===== src/rtl/seq_pkg.sv =====
// Shared types and constants for the pipeline sequencer and its hazard detector.
package seq_pkg;

   typedef enum logic [2:0] {
      S_IDLE   = 3'd0,
      S_RUN    = 3'd1,
      S_PAUSED = 3'd2,
      S_STEP   = 3'd3,
      S_DRAIN  = 3'd4,
      S_HALTED = 3'd5
   } seq_state_e;

   localparam logic [4:0] REG_ZERO = 5'd0;

endpackage


===== src/rtl/load_use_detector.sv =====
// Flags an ID instruction that reads the destination of a load currently in EX.
module load_use_detector
   import seq_pkg::*;
(
   input  logic [4:0] id_rs1_i,
   input  logic [4:0] id_rs2_i,
   input  logic       id_uses_rs1_i,
   input  logic       id_uses_rs2_i,
   input  logic       ex_mem_read_i,
   input  logic [4:0] ex_rd_i,
   output logic       load_use_o
);

   logic w_rs1_hit;
   logic w_rs2_hit;

   assign w_rs1_hit  = id_uses_rs1_i && (id_rs1_i == ex_rd_i);
   assign w_rs2_hit  = id_uses_rs2_i && (id_rs2_i == ex_rd_i);
   // x0 is hard-wired, so a load targeting it never creates a dependency
   assign load_use_o = ex_mem_read_i && (ex_rd_i != REG_ZERO) && (w_rs1_hit || w_rs2_hit);

endmodule


===== src/rtl/pipeline_sequencer.sv =====
// Run/step/halt sequencing and hazard priority mux for the 5-stage core.
//
//   state    | meaning
//   ---------+--------------------------------------------------------
//   S_IDLE   | out of reset, core frozen, waiting for run or step
//   S_RUN    | free-running, hazards resolved every cycle
//   S_PAUSED | broken into by a step command or a finished step, frozen
//   S_STEP   | exactly one advanced cycle
//   S_DRAIN  | halt seen, older instructions retiring, front end bubbled
//   S_HALTED | terminal, only reset leaves
module pipeline_sequencer
   import seq_pkg::*;
#(
   parameter int DRAIN_CYCLES = 2
)(
   input  logic        clk_i,
   input  logic        rst_ni,
   input  logic [4:0]  id_rs1_i,
   input  logic [4:0]  id_rs2_i,
   input  logic        id_uses_rs1_i,
   input  logic        id_uses_rs2_i,
   input  logic        ex_mem_read_i,
   input  logic [4:0]  ex_rd_i,
   input  logic        redirect_req_i,
   input  logic        halt_detected_i,
   input  logic        cmd_run_i,
   input  logic        cmd_step_i,
   output logic        core_en_o,
   output logic        pc_we_o,
   output logic        if_id_we_o,
   output logic        if_id_flush_o,
   output logic        id_ex_flush_o,
   output logic        halted_o,
   output logic        step_done_o,
   output logic [31:0] cycle_count_o
);

   localparam int DW = (DRAIN_CYCLES > 1) ? $clog2(DRAIN_CYCLES) : 1;
   localparam logic [DW-1:0] DRAIN_LOAD = DW'(DRAIN_CYCLES - 1);

   seq_state_e    r_state;
   seq_state_e    w_state_nxt;
   logic [DW-1:0] r_drain_cnt;
   logic          r_step_done;
   logic [31:0]   r_cycle_count;
   logic          w_load_use;
   logic          w_drain_enter;

   load_use_detector u_load_use (
      .id_rs1_i      (id_rs1_i),
      .id_rs2_i      (id_rs2_i),
      .id_uses_rs1_i (id_uses_rs1_i),
      .id_uses_rs2_i (id_uses_rs2_i),
      .ex_mem_read_i (ex_mem_read_i),
      .ex_rd_i       (ex_rd_i),
      .load_use_o    (w_load_use)
   );

   always_comb begin
      w_state_nxt   = r_state;
      core_en_o     = 1'b0;
      pc_we_o       = 1'b0;
      if_id_we_o    = 1'b0;
      if_id_flush_o = 1'b0;
      id_ex_flush_o = 1'b0;
      halted_o      = 1'b0;

      case (r_state)
         S_IDLE, S_PAUSED: begin
            if (cmd_run_i)       w_state_nxt = S_RUN;
            else if (cmd_step_i) w_state_nxt = S_STEP;
         end
         S_RUN: begin
            if (halt_detected_i) w_state_nxt = S_DRAIN;
            else if (cmd_step_i) w_state_nxt = S_PAUSED;
         end
         S_STEP: begin
            w_state_nxt = halt_detected_i ? S_DRAIN : S_PAUSED;
         end
         S_DRAIN: begin
            if (r_drain_cnt == '0) w_state_nxt = S_HALTED;
         end
         S_HALTED: w_state_nxt = S_HALTED;
         default:  w_state_nxt = S_IDLE;
      endcase

      if (r_state == S_RUN || r_state == S_STEP) begin
         core_en_o = 1'b1;
         if (halt_detected_i) begin
            if_id_flush_o = 1'b1;
            id_ex_flush_o = 1'b1;
         end else if (redirect_req_i) begin
            // the ID instruction is wrong-path, so its load-use stall is moot
            pc_we_o       = 1'b1;
            if_id_we_o    = 1'b1;
            if_id_flush_o = 1'b1;
            id_ex_flush_o = 1'b1;
         end else if (w_load_use) begin
            id_ex_flush_o = 1'b1;
         end else begin
            pc_we_o    = 1'b1;
            if_id_we_o = 1'b1;
         end
      end else if (r_state == S_DRAIN) begin
         core_en_o     = 1'b1;
         id_ex_flush_o = 1'b1;
      end else if (r_state == S_HALTED) begin
         halted_o = 1'b1;
      end
   end

   assign w_drain_enter = (r_state != S_DRAIN) && (w_state_nxt == S_DRAIN);

   always_ff @(posedge clk_i) begin
      if (!rst_ni) begin
         r_state       <= S_IDLE;
         r_drain_cnt   <= '0;
         r_step_done   <= 1'b0;
         r_cycle_count <= 32'd0;
      end else begin
         r_state     <= w_state_nxt;
         r_step_done <= (r_state == S_STEP) && !halt_detected_i;
         if (w_drain_enter)
            r_drain_cnt <= DRAIN_LOAD;
         else if (r_state == S_DRAIN && r_drain_cnt != '0)
            r_drain_cnt <= r_drain_cnt - 1'b1;
         if (core_en_o)
            r_cycle_count <= r_cycle_count + 32'd1;
      end
   end

   assign step_done_o   = r_step_done;
   assign cycle_count_o = r_cycle_count;

endmodule

===== config.mk =====
export PLATFORM = sky130hd
export DESIGN_NAME = pipeline_sequencer
export DESIGN_NICKNAME = d
export VERILOG_FILES = /design/src/rtl/seq_pkg.sv /design/src/rtl/load_use_detector.sv /design/src/rtl/pipeline_sequencer.sv
export SDC_FILE = /design/constraint.sdc
export NUM_CORES = 1
export LEC_CHECK = 0
export BUFFER_PORTS_ARGS = -buffer_cell sky130_fd_sc_hd__buf_2
export CORE_MARGIN = 5
export CORE_UTILIZATION = 45
export DETAILED_ROUTE_END_ITERATION = 12
export PLACE_DENSITY = 0.74
export SLEW_MARGIN = 0
export SYNTH_ARGS = -nofsm -noshare
export SYNTH_HDL_FRONTEND = slang
export SYNTH_SLANG_ARGS = --single-unit

===== constraint.sdc =====
create_clock -name clk_i -period 1.6 [get_ports clk_i]
set_input_delay 0.16 -clock clk_i [delete_from_list [all_inputs] [get_ports clk_i]]
set_output_delay 0.16 -clock clk_i [all_outputs]
set_load 0.02 [all_outputs]

# ---- After elaboration in Yosys (flattened, before gate mapping)
# Index checks and enable logic that the tools add are counted.
dict set report classes {
  addsub 2
  n_eq_ne 9
  n_mux 25
  n_reduce_logical 14
}
# cell count
set op_table {}
lappend op_table {{$add A32 B1 Y32 const B} 1}
lappend op_table {{$mux W1} 18}
lappend op_table {{$mux W3} 6}
lappend op_table {{$pmux W3 S5} 1}
lappend op_table {{$eq A5 B5 Y1} 2}
lappend op_table {{$eq A3 B3 Y1 const B} 3}
lappend op_table {{$logic_and A1 B1 Y1} 7}
lappend op_table {{$eq A3 B2 Y1 const B} 2}
lappend op_table {{$reduce_bool A5 Y1} 1}
lappend op_table {{$eq A3 B1 Y1 const B} 1}
lappend op_table {{$logic_not A3 Y1} 1}
lappend op_table {{$ne A3 B3 Y1 const B} 1}
lappend op_table {{$logic_or A1 B1 Y1} 2}
lappend op_table {{$reduce_bool A2 Y1} 1}
lappend op_table {{$reduce_or A2 Y1} 1}
lappend op_table {{$logic_not A1 Y1} 1}
lappend op_table {{$sub A1 B1 Y1 const B} 1}
dict set report word_totals {
  register_bits 37
  input_bits 24
  output_inout_bits 39
  wordCells 54
}

# ---- Longest topological paths before layout
dict set report depth {
  ltp_word 8
  ltp_mapped 7
  ltp_nobuf 5
}

# ---- Modules after synthesis
# From an unflattened synthesis, not the netlist that was laid out.
dict set report hier_totals {
  cells_unflattened 243
  area_unflattened_um2 2117.0
}
# module instances cells_each area_each_um2 seq_area_each_um2
set modules_own_cells {}
lappend modules_own_cells {pipeline_sequencer 1 226 1983.2 740.7}
lappend modules_own_cells {load_use_detector 1 17 133.9 0.0}

# ---- Worst setup path after synthesis
# Ideal clock, no wire load.
dict set report synth_timing {
  kind {register -> register}
  start {register r_cycle_count[0] (netlist: cycle_count_o[0])}
  end {register r_cycle_count[24] (netlist: cycle_count_o[24])}
  setup_time_ns 0.070
  arrival_ns 1.745
  t_required_ns 1.530
  path_slack_ns -0.215
  stages_incl_launch_ff 7
  period_less_slack_ns 1.815
  path_cell_list {dfxtp_1 > ha_1 > and3_1 > o211ai_1 > clkbuf_1 > or3_1 > a21oi_1}
}
dict set report synth_via {
  elab_chain_cells 1
}
# element line_no
set synth_rtl {}
lappend synth_rtl {{start, declared} pipeline_sequencer.sv:45} ;# logic [31:0] r_cycle_count;
lappend synth_rtl {{start signal, assigned} pipeline_sequencer.sv:128} ;# r_cycle_count <= r_cycle_count + 32'd1;
lappend synth_rtl {{$add A32 B1 Y32} pipeline_sequencer.sv:128}
# No other way between the ends.
# A chain may end at the register's enable or synchronous reset.

# ---- Worst setup path after layout
dict set report layout_timing {
  start {register r_cycle_count[10] (netlist: cycle_count_o[10])}
  end {register r_cycle_count[28] (netlist: cycle_count_o[28])}
}
# Same word-level chain as after synthesis.

==> PnR_summary.wiki <==
{| class="wikitable"
! Metric !! Value
|-
| Outcome || finished with violations
|-
| Violated checks || negative setup slack
|-
| Initial detailed-routing violation count || 60
|-
| Arrival time reported for the critical path endpoint || 1.90 ns
|-
| Max-Slew Margin vs Limit || 0.672
|-
| CP endpoint kind || flip-flop
|-
| Min-delay worst type || in -> reg
|-
| Highest attainable clock frequency || 600 MHz
|-
| Clock latency of the later-clocked register in the worst-skew pair || 0.29 ns
|-
| Number of detailed-route iterations in the first pass || 4
|-
| Antenna Violating Nets Remaining || 0
|-
| Buffers added on ports || 62
|-
| Antenna Cells || 0
|-
| Minimum clock period after layout || 1.67 ns
|-
| Post-synth EDFFs || 0
|-
| Drc violations || 0
|-
| Routed wire length || 6080 um
|-
| Maximum capacitance violations || 0
|-
| Hpwl dp || 4110 um
|-
| Unique masters post-synth || 36
|-
| Fraction of final layout cells sized beyond drive strength 1 || 0.580
|-
| Number of warning messages in the yosys log || 0
|-
| Maximum clock insertion buffer count || 2
|-
| Final GP Congestion || 0.821
|-
| DIE AREA || 0.00574 mm^2
|-
| Transition time at the pin with the least slew margin || 0.490 ns
|-
| Antenna violations before repair || 0
|-
| Cells taking the most area after synthesis || dfxtp_1, xor2_1, a21oi_1, o31ai_1, or4_1
|-
| Post-Place Setup Slack || -0.110 ns
|-
| Die height || 75.7 um
|-
| Finished Layout Cells || 400
|-
| Post-synth top flop || dfxtp_1
|-
| Area delta synth->final || 62.9%
|-
| First-pass GRT wire length || 8940 um
|-
| Number of H-tree levels || 2
|-
| Pwr Total || 2.11 mW
|-
| Top fanout value on the critical path || 7
|-
| Row cnt || 24
|-
| Setup ws final || -0.0672 ns
|-
| I/O Pins || 63
|-
| CP required || 1.83 ns
|-
| Most instantiated library cell after synthesis || dfxtp_1
|-
| Worst vdd ir || 0.504 mV
|-
| Vias in the first global route || 2045
|-
| Hold Fails Final Rpt || 0
|-
| Mapped cell area || 0.00194 mm^2
|-
| Final Max Slew Viols || 0
|-
| Syn_area_per_cell || 8.57 um^2
|-
| Final cycle utilization of the critical path || 1.04
|-
| Ratio of total power to cell area || 665 mW/mm^2
|-
| Final setup vio count || 12
|-
| Via count || 2247
|-
| Global-route usage over all layers || 0.201
|-
| Clk sink count || 37
|-
| TritonCTS buffer count || 5
|-
| Dpl cells || 375
|-
| TritonCTS clock tree || done
|-
| Remaining Overflow, GRT || 0
|-
| Average routed wire per standard cell || 15.2 um
|-
| Routed vias/inst || 5.62
|-
| Core box area || 0.00426 mm^2
|-
| Share of flip-flops with an asynchronous set or reset after synthesis || 0
|-
| Number of nets at the end of the flow || 372
|-
| Clock Skews || 0.00211 ns
|-
| Synthesized flop and latch total || 37
|-
| Root Buffer || clkbuf_8
|-
| CTS clk-pin slew, worst paths || 0.07 ns
|-
| Seq/Total Area, Yosys || 0.381
|-
| Unrepaired setup endpoints after global routing || true
|-
| Total nets after synthesis || 252
|-
| Count of hold buffers inserted by post-cts repair || 0
|-
| Top cells by count, synth || dfxtp_1, a21oi_1, nor2_1
|-
| DIE WIDTH || 75.7 um
|-
| Static leakage power || 1.27 nW
|-
| Startpoint type of the worst setup path || flip-flop
|-
| Crit Path Class || reg -> reg
|-
| Starting density of the core || 0.456
|-
| Proportion of netlist area held by the largest area contributor || 0.381
|-
| Fillcell total || 320
|-
| Post-Syn Instances || 227
|-
| Pin count of the biggest net entering global routing || 16
|-
| Post-synthesis cell type with the largest combined area || dfxtp_1
|}
-- cell type report --
type / instances / area, um^2 / area share
clock inverter: 2 / 33.8 / 0.0107
multi-input combinational: 175 / 1390 / 0.437
sequential: 37 / 792 / 0.250
timing repair buffer: 125 / 807 / 0.255
clock buffer: 6 / 72.6 / 0.0229
tap: 52 / 65.1 / 0.0205
inverter: 3 / 11.3 / 0.00356
-- logic make-up (layout without fill, tap and decap cells) --
kind of cell             count (synthesis)  after routing  share of synthesized area
flip-flops                              37             37                      0.381
adder cells (fa/ha/maj)                  1              1                    0.00643
buffers and inverters                   15            136                     0.0380
AND/OR/NAND/NOR                         86             86                      0.259
AO/OA/AOI/OAI                           67             67                      0.219
multiplexers                             3              3                     0.0161
XOR/XNOR                                18             18                     0.0811
-- per-stage QoR --
stage	utilization	hold slack, ns	cell area, um^2	TNS (ns)
finish	0.743	0.157	3170	-0.352
global route	0.743	0.165	3170	-1.59
CTS	0.676	0.154	2880	-0.626
detailed placement	0.630	0.461	2690	-1.03
global placement	0.630	0.451	2690	-0.453
floorplan	-	0.278	2040	0
-- repair_timing --
action | 4_1_cts | 5_1_grt
endpoints found under the setup margin | 22 | 24
setup buffers | 6 | 11
gates resized for setup | 10 | 51
gates cloned | 0 | 0
pin swaps | 6 | 31
-- power by group --
part / total (mW) / switching (mW) / internal, mW
Sequential: 0.957 / 0.0218 / 0.935
Clock: 0.791 / 0.331 / 0.460
Combinational: 0.359 / 0.187 / 0.171
Total: 2.11 / 0.540 / 1.57
-- layout by cell type (no fill, tap or decap), types with 9 or more instances in the layout --
master and n:
dfxtp_2 17, o21ai_0 12, buf_2 60, xor2_1 15, buf_4 60, nand4_1 9, dfxtp_1 12, nor2_1 16
a21oi_2 11, a21oi_1 13
-- metal layers --
layer  global-route usage  vias up  wire length [um]
met5                    0        -                 0
met4               0.0932        0               153
li1                     -     1111                 -
met2                0.356       79              3150
met1                0.230     1043              2370
met3               0.0435       14               409
-- critical path, cell delays in order, from the launching register on --
cell     delay [ns]
dfxtp_4        0.34
and4_4         0.23
buf_6          0.09
nand4_1        0.21
or4_4          0.57
a21oi_2        0.15
-- registers in the layout (all words and copies together) (netlist names) --
signal,flops
step_done_o,1
r_state,3
r_drain_cnt,1
cycle_count_o,32
-- final timing paths --
| check | startpoint | endpoint | slack (ns) | depth (start not counted) |
|---|---|---|---|---|
| worst max-delay path | cycle_count_o[10] | cycle_count_o[28] | -0.07 | 5 |
| worst max register to register | cycle_count_o[10] | cycle_count_o[28] | -0.07 | 5 |
| worst min-delay path | rst_ni | cycle_count_o[29] | 0.16 | 2 |
| worst min register to register | cycle_count_o[31] | cycle_count_o[31] | 0.47 | 2 |
(Power assumes the default switching activity.)
